===== src/rtl/ball_pkg.sv =====
// ball_pkg: shared state encoding, serve-quadrant prefixes and default angle resolution
package ball_pkg;
  typedef enum logic [1:0] {IDLE = 2'd0, SETTLE = 2'd1, MOVE = 2'd2, SCORED = 2'd3} state_t;
  localparam int THETA_WIDTH_DEF = 6;
  // Indexed by entropy[4:3]; keeps serves out of the near-vertical sectors.
  localparam logic [3:0][2:0] QUAD_PFX = {3'b111, 3'b100, 3'b011, 3'b000};
endpackage


===== src/rtl/ball_if.sv =====
// ball_if: control inputs and status outputs of the ball engine
//   master drives tick/pause/serve/entropy/paddles, slave drives x/y/speed/state/event pulses
interface ball_if #(
  parameter int X_BITS = 5,
  parameter int Y_BITS = 5
);
  logic                 tick;
  logic                 pause;
  logic                 serve;
  logic [4:0]           entropy;
  logic [2**Y_BITS-1:0] lpaddle;
  logic [2**Y_BITS-1:0] rpaddle;
  logic [X_BITS-1:0]    x;
  logic [Y_BITS-1:0]    y;
  logic [3:0]           speed;
  logic [1:0]           state;
  logic                 hit;
  logic                 score_left;
  logic                 score_right;
  modport master (output tick, pause, serve, entropy, lpaddle, rpaddle,
                  input x, y, speed, state, hit, score_left, score_right);
  modport slave (input tick, pause, serve, entropy, lpaddle, rpaddle,
                 output x, y, speed, state, hit, score_left, score_right);
endinterface


===== src/rtl/ball_trig.sv =====
// trig: registered signed 8-bit sine/cosine of an angle, one-cycle latency
//   clk, reset_n : clock, async active-low reset
//   i_theta      : angle, 2^THETA_WIDTH steps per turn
//   o_sin, o_cos : 127-scaled sine and cosine of the previous cycle's i_theta
module trig
  import ball_pkg::*;
#(
  parameter int THETA_WIDTH = THETA_WIDTH_DEF
) (
  input  logic                   clk,
  input  logic                   reset_n,
  input  logic [THETA_WIDTH-1:0] i_theta,
  output logic signed [7:0]      o_sin,
  output logic signed [7:0]      o_cos
);
  // Quarter-wave table, round(127*sin(k*pi/32)) for k = 0..16.
  localparam logic [16:0][7:0] QTAB = {8'd127, 8'd126, 8'd125, 8'd122, 8'd117, 8'd112,
                                      8'd106, 8'd98, 8'd90, 8'd81, 8'd71, 8'd60,
                                      8'd49, 8'd37, 8'd25, 8'd12, 8'd0};
  logic [5:0] w_a;
  function automatic logic signed [7:0] sin64(input logic [5:0] a);
    logic [4:0] i;
    i = a[4] ? 5'd16 - {1'b0, a[3:0]} : {1'b0, a[3:0]};
    return a[5] ? -$signed(QTAB[i]) : $signed(QTAB[i]);
  endfunction
  // Normalise any angle width to the 64-step table.
  assign w_a = 6'((16'(i_theta) << (16 - THETA_WIDTH)) >> 10);
  always_ff @(posedge clk or negedge reset_n)
    if (!reset_n) begin
      o_sin <= '0;
      o_cos <= '0;
    end else begin
      o_sin <= sin64(w_a);
      o_cos <= sin64(w_a + 6'd16);
    end
endmodule


===== src/rtl/ball_engine.sv =====
// ball_engine: fixed-point ball mover with paddle/wall bounces, scoring and serve delay
//   clk, reset_n : clock, async active-low reset
//   bus (slave)  : tick/pause/serve/entropy/lpaddle/rpaddle in;
//                  x/y/speed/state and hit/score_left/score_right pulses out
module ball_engine
  import ball_pkg::*;
#(
  parameter int         X_BITS      = 5,
  parameter int         Y_BITS      = 5,
  parameter int         FRAC_BITS   = 16,
  parameter int         THETA_WIDTH = THETA_WIDTH_DEF,
  parameter logic [3:0] SPEED_INIT  = 4'd4,
  parameter logic [3:0] SPEED_MAX   = 4'd15,
  parameter int         SERVE_DELAY = 1000
) (
  input logic  clk,
  input logic  reset_n,
  ball_if.slave bus
);
  localparam int HW = X_BITS + FRAC_BITS;
  localparam int VW = Y_BITS + FRAC_BITS;
  localparam int CW = $clog2(SERVE_DELAY + 1);
  localparam logic [HW-1:0] H_CTR = {1'b1, {(HW-1){1'b0}}};
  localparam logic [VW-1:0] V_CTR = {1'b1, {(VW-1){1'b0}}};
  localparam logic [THETA_WIDTH-1:0] T_HALF = {1'b1, {(THETA_WIDTH-1){1'b0}}};
  state_t                  r_state, w_state;
  logic [HW-1:0]           r_h, w_h, w_nh;
  logic [VW-1:0]           r_v, w_v, w_nv;
  logic [THETA_WIDTH-1:0]  r_theta, w_theta, w_bounce, w_serve_theta;
  logic [3:0]              r_speed, w_speed;
  logic [CW-1:0]           r_cnt, w_cnt;
  logic                    r_hit, r_sl, r_sr, w_hit, w_sl, w_sr;
  logic signed [7:0]       w_sin, w_cos;
  logic signed [12:0]      w_dx, w_dy;
  logic [X_BITS-1:0]       w_col, w_ncol;
  logic [Y_BITS-1:0]       w_row, w_nrow;
  logic                    w_left, w_right, w_vert, w_pad;
  // Trig follows r_theta one cycle late; SETTLE absorbs that after every theta change.
  trig #(.THETA_WIDTH(THETA_WIDTH)) u_trig (
    .clk    (clk),
    .reset_n(reset_n),
    .i_theta(r_theta),
    .o_sin  (w_sin),
    .o_cos  (w_cos)
  );
  assign w_dx = w_cos * $signed({1'b0, r_speed});
  assign w_dy = w_sin * $signed({1'b0, r_speed});
  assign w_nh = r_h + HW'(w_dx);
  assign w_nv = r_v + VW'(w_dy);
  assign w_col = r_h[HW-1 -: X_BITS];
  assign w_ncol = w_nh[HW-1 -: X_BITS];
  assign w_row = r_v[VW-1 -: Y_BITS];
  assign w_nrow = w_nv[VW-1 -: Y_BITS];
  // Edges are integer-cell wraps in the direction of travel.
  assign w_left = w_cos[7] && w_col == '0 && w_ncol == '1;
  assign w_right = !w_cos[7] && w_col == '1 && w_ncol == '0;
  assign w_vert = w_sin[7] ? (w_row == '0 && w_nrow == '1) : (w_row == '1 && w_nrow == '0);
  assign w_pad = w_left ? bus.lpaddle[w_nrow] : bus.rpaddle[w_nrow];
  assign w_bounce = THETA_WIDTH'($signed(bus.entropy[2:0]));
  assign w_serve_theta = THETA_WIDTH'({QUAD_PFX[bus.entropy[4:3]], bus.entropy[2:0]});
  always_comb begin
    w_state = r_state;
    w_h = r_h;
    w_v = r_v;
    w_theta = r_theta;
    w_speed = r_speed;
    w_cnt = r_cnt;
    w_hit = 1'b0;
    w_sl = 1'b0;
    w_sr = 1'b0;
    if (!bus.pause)
      case (r_state)
        IDLE: if (bus.serve) begin
          w_theta = w_serve_theta;
          w_speed = SPEED_INIT;
          w_state = SETTLE;
        end
        SETTLE: w_state = MOVE;
        MOVE: if (bus.tick) begin
          if (w_left || w_right) begin
            if (w_pad) begin
              w_hit = 1'b1;
              w_theta = T_HALF - r_theta + w_bounce;
              w_speed = r_speed >= SPEED_MAX ? SPEED_MAX : r_speed + 4'd1;
              w_state = SETTLE;
            end else begin
              w_sl = w_right;
              w_sr = w_left;
              w_cnt = '0;
              w_state = SCORED;
            end
          end else if (w_vert) begin
            w_theta = w_bounce - r_theta;
            w_state = SETTLE;
          end else begin
            w_h = w_nh;
            w_v = w_nv;
          end
        end
        SCORED: if (bus.tick) begin
          w_cnt = r_cnt + CW'(1);
          if (r_cnt == CW'(SERVE_DELAY - 1)) begin
            w_cnt = '0;
            w_h = H_CTR;
            w_v = V_CTR;
            w_state = IDLE;
          end
        end
        default: w_state = IDLE;
      endcase
  end
  always_ff @(posedge clk or negedge reset_n)
    if (!reset_n) begin
      r_state <= IDLE;
      r_h <= H_CTR;
      r_v <= V_CTR;
      r_theta <= '0;
      r_speed <= SPEED_INIT;
      r_cnt <= '0;
      r_hit <= 1'b0;
      r_sl <= 1'b0;
      r_sr <= 1'b0;
    end else begin
      r_state <= w_state;
      r_h <= w_h;
      r_v <= w_v;
      r_theta <= w_theta;
      r_speed <= w_speed;
      r_cnt <= w_cnt;
      r_hit <= w_hit;
      r_sl <= w_sl;
      r_sr <= w_sr;
    end
  assign bus.x = w_col;
  assign bus.y = w_row;
  assign bus.speed = r_speed;
  assign bus.state = r_state;
  assign bus.hit = r_hit;
  assign bus.score_left = r_sl;
  assign bus.score_right = r_sr;
endmodule

===== src/flat_wrapper.sv =====
// flat-port wrapper written by rule: the top's interface ports become plain ports
module ball_engine_flat import ball_pkg::*;
#(
  parameter int         X_BITS      = 5,
  parameter int         Y_BITS      = 5,
  parameter int         FRAC_BITS   = 16,
  parameter int         THETA_WIDTH = THETA_WIDTH_DEF,
  parameter logic [3:0] SPEED_INIT  = 4'd4,
  parameter logic [3:0] SPEED_MAX   = 4'd15,
  parameter int         SERVE_DELAY = 1000
)
  (clk, reset_n, bus_tick, bus_pause, bus_serve, bus_entropy, bus_lpaddle, bus_rpaddle, bus_x, bus_y, bus_speed, bus_state, bus_hit, bus_score_left, bus_score_right);
  ball_if #(.X_BITS(X_BITS), .Y_BITS(Y_BITS)) bus_i ();
  input logic clk;
  input logic reset_n;
  input wire logic [$bits(bus_i.tick)-1:0] bus_tick;
  input wire logic [$bits(bus_i.pause)-1:0] bus_pause;
  input wire logic [$bits(bus_i.serve)-1:0] bus_serve;
  input wire logic [$bits(bus_i.entropy)-1:0] bus_entropy;
  input wire logic [$bits(bus_i.lpaddle)-1:0] bus_lpaddle;
  input wire logic [$bits(bus_i.rpaddle)-1:0] bus_rpaddle;
  output wire logic [$bits(bus_i.x)-1:0] bus_x;
  output wire logic [$bits(bus_i.y)-1:0] bus_y;
  output wire logic [$bits(bus_i.speed)-1:0] bus_speed;
  output wire logic [$bits(bus_i.state)-1:0] bus_state;
  output wire logic [$bits(bus_i.hit)-1:0] bus_hit;
  output wire logic [$bits(bus_i.score_left)-1:0] bus_score_left;
  output wire logic [$bits(bus_i.score_right)-1:0] bus_score_right;
  assign bus_i.tick = bus_tick;
  assign bus_i.pause = bus_pause;
  assign bus_i.serve = bus_serve;
  assign bus_i.entropy = bus_entropy;
  assign bus_i.lpaddle = bus_lpaddle;
  assign bus_i.rpaddle = bus_rpaddle;
  assign bus_x = bus_i.x;
  assign bus_y = bus_i.y;
  assign bus_speed = bus_i.speed;
  assign bus_state = bus_i.state;
  assign bus_hit = bus_i.hit;
  assign bus_score_left = bus_i.score_left;
  assign bus_score_right = bus_i.score_right;
  ball_engine #(.X_BITS(X_BITS), .Y_BITS(Y_BITS), .FRAC_BITS(FRAC_BITS), .THETA_WIDTH(THETA_WIDTH), .SPEED_INIT(SPEED_INIT), .SPEED_MAX(SPEED_MAX), .SERVE_DELAY(SERVE_DELAY)) u_core (.clk(clk), .reset_n(reset_n), .bus(bus_i));
endmodule

===== config.mk =====
export PLATFORM = sky130hd
export DESIGN_NAME = ball_engine_flat
export DESIGN_NICKNAME = d
export VERILOG_FILES = /design/src/rtl/ball_pkg.sv /design/src/rtl/ball_if.sv /design/src/rtl/ball_trig.sv /design/src/rtl/ball_engine.sv /design/src/flat_wrapper.sv
export SDC_FILE = /design/constraint.sdc
export NUM_CORES = 1
export LEC_CHECK = 0
export BUFFER_PORTS_ARGS = -buffer_cell sky130_fd_sc_hd__buf_2
export CORE_MARGIN = 2
export CORE_UTILIZATION = 60
export CTS_CLUSTER_SIZE = 24
export DETAILED_ROUTE_END_ITERATION = 12
export HOLD_SLACK_MARGIN = 0.06
export PLACE_DENSITY = 0.86
export SKIP_CTS_REPAIR_TIMING = 1
export SYNTH_ARGS = -nofsm -noshare
export SYNTH_HDL_FRONTEND = slang
export SYNTH_SLANG_ARGS = --single-unit
export TNS_END_PERCENT = 20

===== constraint.sdc =====
create_clock -name clk -period 9.6 [get_ports clk]
set_clock_uncertainty 0.1 [all_clocks]
set_input_delay 1.44 -clock clk [delete_from_list [all_inputs] [get_ports clk]]
set_output_delay 1.44 -clock clk [all_outputs]
set_load 0.005 [all_outputs]

==> results_dict.tcl, run 1 <==
set metrics [dict create \
    status "finished clean" \
    place_area_mm2 0.01088 \
    synth.distinct_cells 78 \
    grt_max_degree 85 \
    fin_crit_ns 8.917 \
    synth-edff-count 0 \
    num_antenna_cells 0 \
    end_kind "flip-flop" \
    final_cell_mix "nand2_1, inv_1, ha_1, buf_2, a21oi_1" \
    cap_violations 0 \
    root_buffer "clkbuf_16" \
    hold_viol_final 0 \
    cp_max_fo 21 \
    syn_avg_cell_area_um2 8.327 \
    tightest_slew_ns 1.185 \
    maxSlewHeadroom_pct 20.96 \
    final.setup.tns_ns 0 \
    setup_viol 0 \
    syn2layout_area_growth_pct 8.360 \
    rsz0062_at_grt "false" \
    area.sequential_mm2 0.002081 \
    cp.arrival_ns 9.06 \
    reg2reg_depth 26 \
    ys_seq_elements 83 \
    ys.warnings.count 0 \
    drc_errors 0 \
    ys_seq_area_share_pct 20.12 \
    timing.final.crit_share_pct 92.88 \
    finish.instance_area_mm2 0.01121 \
    final_max_slew_viol_count 0 \
    clk_path_buf_depth 2 \
    worst_skew_pair.late_latency_ns 0.36 \
    num_rows 48 \
    netlist_instances 1242 \
    path_clk_slew_ns 0.07 \
    hold_depth 2 \
    routed_wl_mm 23.78 \
    multi_input_area_mm2 0.007530 \
    first_pass_iters 5 \
    die_x_um 135.3 \
    hp-class "reg -> reg" \
    worstSetupPathType "reg -> reg" \
    antenna_found_initial 0 \
    synth_area_mm2 0.01034 \
    htree_levels 3 \
    cts_tree "built" \
    grt_pass1_wl_mm 40.30 \
    die_h_um 135.3 \
    cts_made_buffers 9 \
    grt-ovfl-total 0 \
    vias 9097 \
    wl_per_cell_um 15.61 \
    cts_sinks 83 \
    port_buffers 92 \
    final_common_cell "nand2_1" \
    required_ns 9.74 \
    ant_nets 0 \
    synthArstFlopShare_pct 100.0 \
    synth_flop_cell "dfrtp_1" \
    fmax_mhz 112.2 \
    vias_per_cell 5.969 \
    gp_congestion 0.8914 \
    finalNetCount 1526 \
    layout-drive-gt1-share_pct 10.93 \
    initial_core_util_pct 60.64 \
    final.fill_count 1378 \
    core_mm2 0.01706 \
    synth.net_count 1474 \
    critPathLaunchType "flip-flop" \
    die_area_mm2 0.01830 \
    io_pins 93 \
    place_hpwl_mm 17.87 \
    drt_iter0_drc 699 \
    first_global_vias 8821 \
    grt_usage_pct 26.69 \
]
==> layout make-up <==
| cell class | count | share of cell area, % |
|---|---|---|
| Tap cell | 225 | 2.512 |
| Sequential cell | 83 | 18.57 |
| Clock inverter | 7 | 0.8932 |
| Inverter | 125 | 4.187 |
| Clock buffer | 9 | 2.010 |
| Timing Repair Buffer | 98 | 4.644 |
| Multi-Input combinational cell | 977 | 67.19 |
==> state kept, by name, summed over array words and instances, names as in the netlist <==
signal	cells
u_core.bus.score_right	1
u_core.bus.hit	1
u_core.u_trig.o_cos	8
u_core.r_v	21
u_core.u_trig.o_sin	8
u_core.r_theta	6
u_core.bus.state	2
u_core.r_h	21
u_core.bus.score_left	1
u_core.r_cnt	10
u_core.bus.speed	4
==> path summary, 6_finish.rpt <==
check | startpoint | endpoint | slack, ns
worst max-delay path | u_core.bus.speed[2] | u_core.r_theta[2] | 0.68
worst min-delay path | u_core.r_h[9] | u_core.r_h[9] | 0.39
worst max register to register | u_core.bus.speed[2] | u_core.r_theta[2] | 0.68
worst min register to register | u_core.r_h[9] | u_core.r_h[9] | 0.39
max in group asynchronous | reset_n | u_core.bus.state[1] | 7.42
min in group asynchronous | reset_n | u_core.r_h[14] | 0.88
==> Yosys cell counts (4+ instances only) <==
master	count	area share (%)
buf_2	5	0.24
nand3_1	38	1.8
nor3_1	22	1.1
a211oi_1	9	0.65
clkbuf_1	31	1.1
xnor2_1	61	5.2
o21ai_0	40	1.9
a31oi_1	6	0.36
nand2b_1	14	0.85
and2_1	59	3.6
nand2_1	136	4.9
buf_4	12	0.87
nor4_1	9	0.54
mux2_2	4	0.44
a21boi_1	4	0.29
fa_1	41	7.9
a21oi_1	83	4.0
inv_1	125	4.5
o31ai_1	48	3.5
nand4_1	10	0.60
and4_1	4	0.34
a21o_1	33	2.4
o21bai_1	14	1.0
buf_1	6	0.22
ha_1	117	14
a311oi_1	7	0.59
mux2i_1	31	3.0
o21a_1	8	0.58
and3_1	14	0.85
a2111oi_0	7	0.59
dfrtp_1	80	19
nor2b_1	7	0.42
nor2_1	53	1.9
nor3b_1	5	0.36
o311ai_1	4	0.34
o41ai_1	4	0.34
xor2_1	22	1.9
or2_2	4	0.24
==> critical path: stages (launching register included) <==
cell and delay [ns]:
dfstp_2 0.72, nand2_1 0.12, inv_1 0.09, ha_1 0.25, fa_1 0.52, inv_1 0.06
fa_1 0.50, inv_1 0.04, ha_1 0.36, a21o_1 0.18, a21o_1 0.17, a211oi_1 0.23
a21boi_1 0.27, xnor2_1 0.36, ha_1 0.87, nand2_1 0.20, nor3_1 0.23, nand2_1 0.08
o221ai_1 0.38, xor2_2 0.95, mux4_2 0.40, nor2_1 0.04, nor4_1 0.56, or4_4 0.27
o211ai_2 0.11, a21oi_2 0.39, mux2_4 0.33
==> metal layers <==
metal  wire length [µm]  vias up  part of all wire [%]  GRT usage (%)
li1                   -     4457                     -              -
met1              10730     4331                    45          35.53
met2              11230      263                    47          44.05
met3               1244       46                   5.2          4.789
met4                575        0                   2.4          9.086
met5                  0        -                     0              0
==> cells by family (layout without fill, tap and decap cells) <==
kind of cell,Yosys count,after routing,share of synthesized area [%]
buffers and inverters,182,239,7.259
multiplexers,40,40,4.307
flip-flops,83,83,20.12
AND/OR/NAND/NOR,388,388,18.56
adder cells (fa/ha/maj),158,158,22.09
XOR/XNOR,85,85,7.513
AO/OA/AOI/OAI,306,306,20.15
==> metrics by stage <==
step / hold slack (ns) / std cells / util [%] / setup slack, ns
2_1_floorplan: 0.3498 / 1242 / - / 1.980
6_report: 0.3883 / 1524 / 65.71 / 0.6834
4_1_cts: 0.3920 / 1524 / 65.71 / 0.7896
3_3_place_gp: 0.3615 / 1508 / 63.80 / 1.150
5_1_grt: 0.4149 / 1524 / 65.71 / 0.1739
3_5_place_dp: 0.3778 / 1508 / 63.80 / 0.8885
Power of run 1 is left out: the tool's default activity adds up to more than one toggle a clock period on the data nets, which glitch-free logic cannot reach.
==> inputs of run 2 (changes only) <==
--- a/config.mk
+++ b/config.mk
@@ -5,6 +5,7 @@
 export SDC_FILE = /design/constraint.sdc
 export NUM_CORES = 1
 export LEC_CHECK = 0
+export ABC_AREA = 1
 export BUFFER_PORTS_ARGS = -buffer_cell sky130_fd_sc_hd__buf_2
 export CORE_MARGIN = 2
 export CORE_UTILIZATION = 60
==> run 2 against run 1 <==
Net effect: hold slack worse by 0.016 ns; final cell count is 30% higher; synthesized cell count grew 35%; highest routed layer unchanged; worst setup slack improved by 1.4 ns; register-to-register slack better by 1.4 ns; via count increased by 15%; maximum frequency grew 19%; core utilization decreased by 0.58 points; global-route usage is 0.66 points lower; critical path depth rose by 11.
==> results_dict.tcl, run 2 <==
set metrics [dict create \
    slowest_stage "dfrtp_1" \
    cap_violations 0 \
    final_cell_mix "nand2_1, inv_1, nand3_1, ha_1, buf_2" \
    ys.warnings.count 0 \
    finalNetCount 1967 \
    startpoint "u_core.bus.speed[3]" \
    grt_usage_pct 26.03 \
    use_met2_pct 44.97 \
    htree_levels 3 \
    reg2reg_from "u_core.bus.speed[3]" \
    synth_top_cell_by_area "dfrtp_1" \
    synth-edff-count 0 \
    status "finished clean" \
    maxSlewHeadroom_pct 38.05 \
    ys_seq_elements 83 \
    setup_viol 0 \
    reg2reg_depth 37 \
    die_h_um 141.7 \
    antenna_found_initial 0 \
    ys_seq_area_share_pct 18.28 \
    clk_path_buf_depth 2 \
    die_area_mm2 0.02008 \
    gr-usage-met1_pct 33.78 \
    vias 10440 \
    synth_top_family_by_area "simple AND/OR/NAND/NOR gates" \
    synth.distinct_cells 52 \
    fin_crit_ns 7.483 \
    die_x_um 141.7 \
    place_hpwl_mm 20.25 \
    synth_mux_area_share_pct 0 \
    ant_nets 0 \
    gp_congestion 0.8879 \
    cts_tree "built" \
    vias_per_cell 5.286 \
    io_pins 93 \
    syn2layout_area_growth_pct 6.685 \
    worst_skew_pair.late_latency_ns 0.36 \
    path_clk_slew_ns 0.07 \
    num_antenna_cells 0 \
    reg.largest.list "u_core.r_h: 21 flops, u_core.r_v: 21 flops, u_core.r_cnt: 10 flops" \
    worstSetupPathType "reg -> reg" \
    gr-usage-met3_pct 4.117 \
    initial_core_util_pct 61.04 \
    post-place-ws_ns 2.197 \
    final_max_slew_viol_count 0 \
    timing.final.crit_share_pct 77.95 \
    final.fill_count 1573 \
    end_kind "flip-flop" \
    wl_per_cell_um 13.06 \
    synthSimpleGateAreaFrac_pct 32.15 \
    final_common_cell "nand2_1" \
    synth.net_count 1904 \
    synthTopCellsByArea "dfrtp_1, nand2_1, ha_1, inv_1, fa_1" \
    first_global_vias 9964 \
    root_buffer "clkbuf_16" \
    cts_made_buffers 9 \
    netlist_instances 1672 \
    synth_compound_gate_area_share_pct 11.83 \
    drc_errors 0 \
    cp-endpoint "u_core.r_h[3]" \
    rsz0062_at_grt "false" \
    grt_max_degree 59 \
    cpMostUsedCell "nand2_1" \
    synth_top_cell_area_share_pct 17.59 \
    cp.arrival_ns 7.61 \
    hold_viol_final 0 \
    synth_most_common_cell "nand2_1" \
    synth_area_mm2 0.01138 \
    synth_flop_cell "dfrtp_1" \
    r2r_end "u_core.r_h[3]" \
    tightest_slew_ns 0.9210 \
    yosys-top-cells-count "nand2_1, inv_1, nand3_1, ha_1" \
    synthArstFlopShare_pct 100.0 \
    port_buffers 92 \
    routed_wl_mm 25.77 \
    hold_ws_ns 0.3728 \
    required_ns 9.73 \
    synthAdderAreaFrac_pct 20.08 \
    layout-drive-gt1-share_pct 15.80 \
    drt_iter0_drc 592 \
    first_pass_iters 5 \
    hp-class "reg -> reg" \
    grt-ovfl-total 0 \
    slowest_delay_ns 0.76 \
    critPathLaunchType "flip-flop" \
    busiest_layer "met2" \
    grt_pass1_wl_mm 43.99 \
    final.setup.tns_ns 0 \
    syn_avg_cell_area_um2 6.806 \
    fmax_mhz 133.6 \
    cts_sinks 83 \
    cp_max_fo 36 \
    r2r_slack_ns 2.12 \
    synth-xor-area-share_pct 4.530 \
    num_rows 50 \
    worst_slack_ns 2.117 \
    core_mm2 0.01864 \
]
## run 2: through the flow
stage	cells	util (%)	cell area, µm²
final	1974	65.12	12140
after detailed placement	1958	63.50	11840
after CTS	1974	65.12	12140
after floorplan	1672	-	11380
after global routing	1974	65.12	12140
after global placement	1958	63.50	11840
## run 2: worst min-delay path by stage
stage               startpoint               to  slack (ns)  cells after the start
2_1_floorplan  u_core.r_cnt[5]  u_core.r_cnt[5]        0.34                      2
3_3_place_gp   u_core.r_cnt[5]  u_core.r_cnt[5]        0.36                      2
3_5_place_dp   u_core.r_cnt[5]  u_core.r_cnt[5]        0.36                      2
4_1_cts        u_core.r_cnt[5]  u_core.r_cnt[5]        0.38                      2
5_1_grt        u_core.r_cnt[5]  u_core.r_cnt[5]        0.41                      2
6_report       u_core.r_cnt[5]  u_core.r_cnt[5]        0.37                      2
## run 2: per-layer routing
metal	vias up	wire length, µm	share of wire, %
met5	-	0	0
met4	0	438	1.7
met3	38	1193	4.6
met2	225	12340	48
met1	4790	11800	46
li1	5382	-	-
## run 2: worst max-delay path: cells and delay by family (launching register included)
| kind | cells | cell delay [ns] |
|---|---|---|
| XOR/XNOR | 1 | 0.22 |
| AO/OA/AOI/OAI | 10 | 1.62 |
| AND/OR/NAND/NOR | 14 | 1.76 |
| adder cells (fa/ha/maj) | 5 | 1.80 |
| flip-flops | 1 | 0.76 |
| buffers and inverters | 7 | 1.07 |
## run 2: kinds of logic (layout without fill, tap and decap cells)
group | Yosys count | count (layout)
flip-flops | 83 | 83
AO/OA/AOI/OAI | 215 | 215
XOR/XNOR | 55 | 55
AND/OR/NAND/NOR | 808 | 808
adder cells (fa/ha/maj) | 158 | 158
buffers and inverters | 353 | 421
## run 2: cell type report
| cell class | instances | area (µm²) | share of cell area (%) |
|---|---|---|---|
| Tap cell | 234 | 292.8 | 2.412 |
| Multi-Input combinational cell | 1236 | 7805 | 64.29 |
| Sequential cell | 83 | 2081 | 17.14 |
| Inverter | 308 | 1159 | 9.543 |
| Timing Repair Buffer | 97 | 500.5 | 4.122 |
| Clock buffer | 9 | 225.2 | 1.855 |
| Clock inverter | 7 | 77.57 | 0.6390 |
Power of run 2 is left out for the same reason.
==> inputs of run 3 (changes only) <==
==> constraint.sdc (replaced) <==
create_clock -name clk -period 7.8 [get_ports clk]
set_clock_uncertainty 0.1 [all_clocks]
set_input_delay 1.17 -clock clk [delete_from_list [all_inputs] [get_ports clk]]
set_output_delay 1.17 -clock clk [all_outputs]
set_load 0.005 [all_outputs]
==> run 3 against run 2 <==
Net effect: register-to-register slack lost 1.4 ns; core utilization increased by 0.060 points; clock-buffer cell count stayed put; hold slack better by 0.011 ns; sequential share of layout area about the same; die area unchanged; critical path depth fell by 1; first-iteration DRC count increased by 15%; worst setup slack worse by 1.4 ns; cell area hardly changed; largest cell class unchanged; global-route usage increased by 0.24 points; non-clock buffer count unchanged.
==> results_dict.tcl, run 3 (synthesized netlist as in run 2, its figures left out) <==
set metrics [dict create \
    final.fill_count 1617 \
    worstSetupPathType "reg -> reg" \
    met3_wirelength_mm 1.234 \
    routed_wl_mm 25.66 \
    hp-class "reg -> reg" \
    reg2reg_from "u_core.bus.speed[3]" \
    num_antenna_cells 0 \
    end_kind "flip-flop" \
    status "finished clean" \
    initial_core_util_pct 61.04 \
    cp_max_fo 29 \
    final_max_slew_viol_count 0 \
    critPathLaunchType "flip-flop" \
    reg2reg_depth 36 \
    final_cell_mix "nand2_1, inv_1, nand3_1, ha_1, buf_2" \
    worst_skew_pair.late_latency_ns 0.37 \
    routed.top_layer "met4" \
    die_area_mm2 0.02008 \
    cap_violations 0 \
    grt_usage_pct 26.27 \
    met1_length_mm 11.56 \
    port_buffers 92 \
    first_pass_iters 5 \
    vias 10580 \
    cts_made_buffers 9 \
    grt_pass1_wl_mm 44.34 \
    r2r_end "u_core.r_cnt[4]" \
    drt_iter0_drc 680 \
    hold_depth 2 \
    layout-drive-gt1-share_pct 15.80 \
    vias_per_cell 5.357 \
    first_global_vias 10100 \
    num_rows 50 \
    grt-ovfl-total 0 \
    place_hpwl_mm 20.14 \
    required_ns 7.96 \
    final_common_cell "nand2_1" \
    htree_levels 3 \
    die_x_um 141.7 \
    finalNetCount 1967 \
    grt_max_degree 84 \
    hold_viol_final 0 \
    wl_per_cell_um 13.00 \
    fin_util_pct 65.18 \
    io_pins 93 \
    area.sequential_mm2 0.002081 \
    cts_tree "built" \
    slowest_stage "dfrtp_1" \
    setup_viol 0 \
    cp.arrival_ns 7.22 \
    path_clk_slew_ns 0.08 \
    met2_length_mm 12.45 \
    cpMostUsedCell "nand2_1" \
    die_h_um 141.7 \
    fin_crit_ns 7.059 \
    rsz0062_at_grt "false" \
    tightest_slew_ns 1.092 \
    syn2layout_area_growth_pct 6.784 \
    ant_nets 0 \
    cts_sinks 83 \
    maxSlewHeadroom_pct 27.19 \
    holdPathEnd "u_core.r_cnt[5]" \
    fmax_mhz 141.7 \
    hold_start "u_core.r_cnt[5]" \
    timing.final.crit_share_pct 90.50 \
    slowest_delay_ns 0.78 \
    final.setup.tns_ns 0 \
    drc_errors 0 \
    r2r_slack_ns 0.74 \
    root_buffer "clkbuf_16" \
    antenna_found_initial 0 \
    clk_path_buf_depth 2 \
    reg.largest.list "u_core.r_h: 21 flops, u_core.r_v: 21 flops, u_core.r_cnt: 10 flops" \
    core_mm2 0.01864 \
    gp_congestion 0.8920 \
    multi_input_area_mm2 0.007805 \
]
==> run 3: cell type report <==
cell class | count | area share [%]
timing repair buffer | 97 | 4.222
sequential | 83 | 17.12
clock buffer | 9 | 1.853
inverter | 308 | 9.535
multi-input combinational | 1236 | 64.23
tap | 234 | 2.409
clock inverter | 7 | 0.6281
==> run 3: how the worst max path moves through the flow <==
stage / slack (ns) / to / startpoint
final: 0.74 / u_core.r_cnt[4] / u_core.bus.speed[3]
after global routing: 0.17 / u_core.r_cnt[2] / u_core.bus.speed[2]
after CTS: 0.80 / u_core.r_h[14] / u_core.bus.speed[3]
after detailed placement: 0.84 / u_core.r_h[14] / u_core.bus.speed[3]
after global placement: 1.01 / u_core.r_h[13] / u_core.bus.speed[2]
after floorplan: 1.57 / u_core.r_cnt[4] / u_core.bus.speed[2]
==> run 3: worst max-delay path, delay by kind of cell (launching register included) <==
| kind | cells | cell delay, ns |
|---|---|---|
| compound gates | 9 | 1.54 |
| xor+xnor | 1 | 0.24 |
| fa+ha+maj | 5 | 1.82 |
| buf+inv | 4 | 0.26 |
| flops | 1 | 0.78 |
| simple gates | 17 | 2.24 |
==> run 3: stage by stage <==
stage	instances	worst slack, ns	area [µm²]	hold WS (ns)
4_1_cts	1974	0.8035	12150	0.3873
6_report	1974	0.7413	12150	0.3836
2_1_floorplan	1672	1.567	11380	0.3419
3_5_place_dp	1958	0.8402	11850	0.3674
3_3_place_gp	1958	1.010	11850	0.3573
5_1_grt	1974	0.1720	12150	0.4086
==> run 3: layer usage <==
layer	vias to the layer above	global-route usage, %
met3	34	4.624
met2	248	45.38
li1	5374	-
met5	-	0
met4	0	7.368
met1	4919	33.93
Power of run 3 is left out for the same reason.
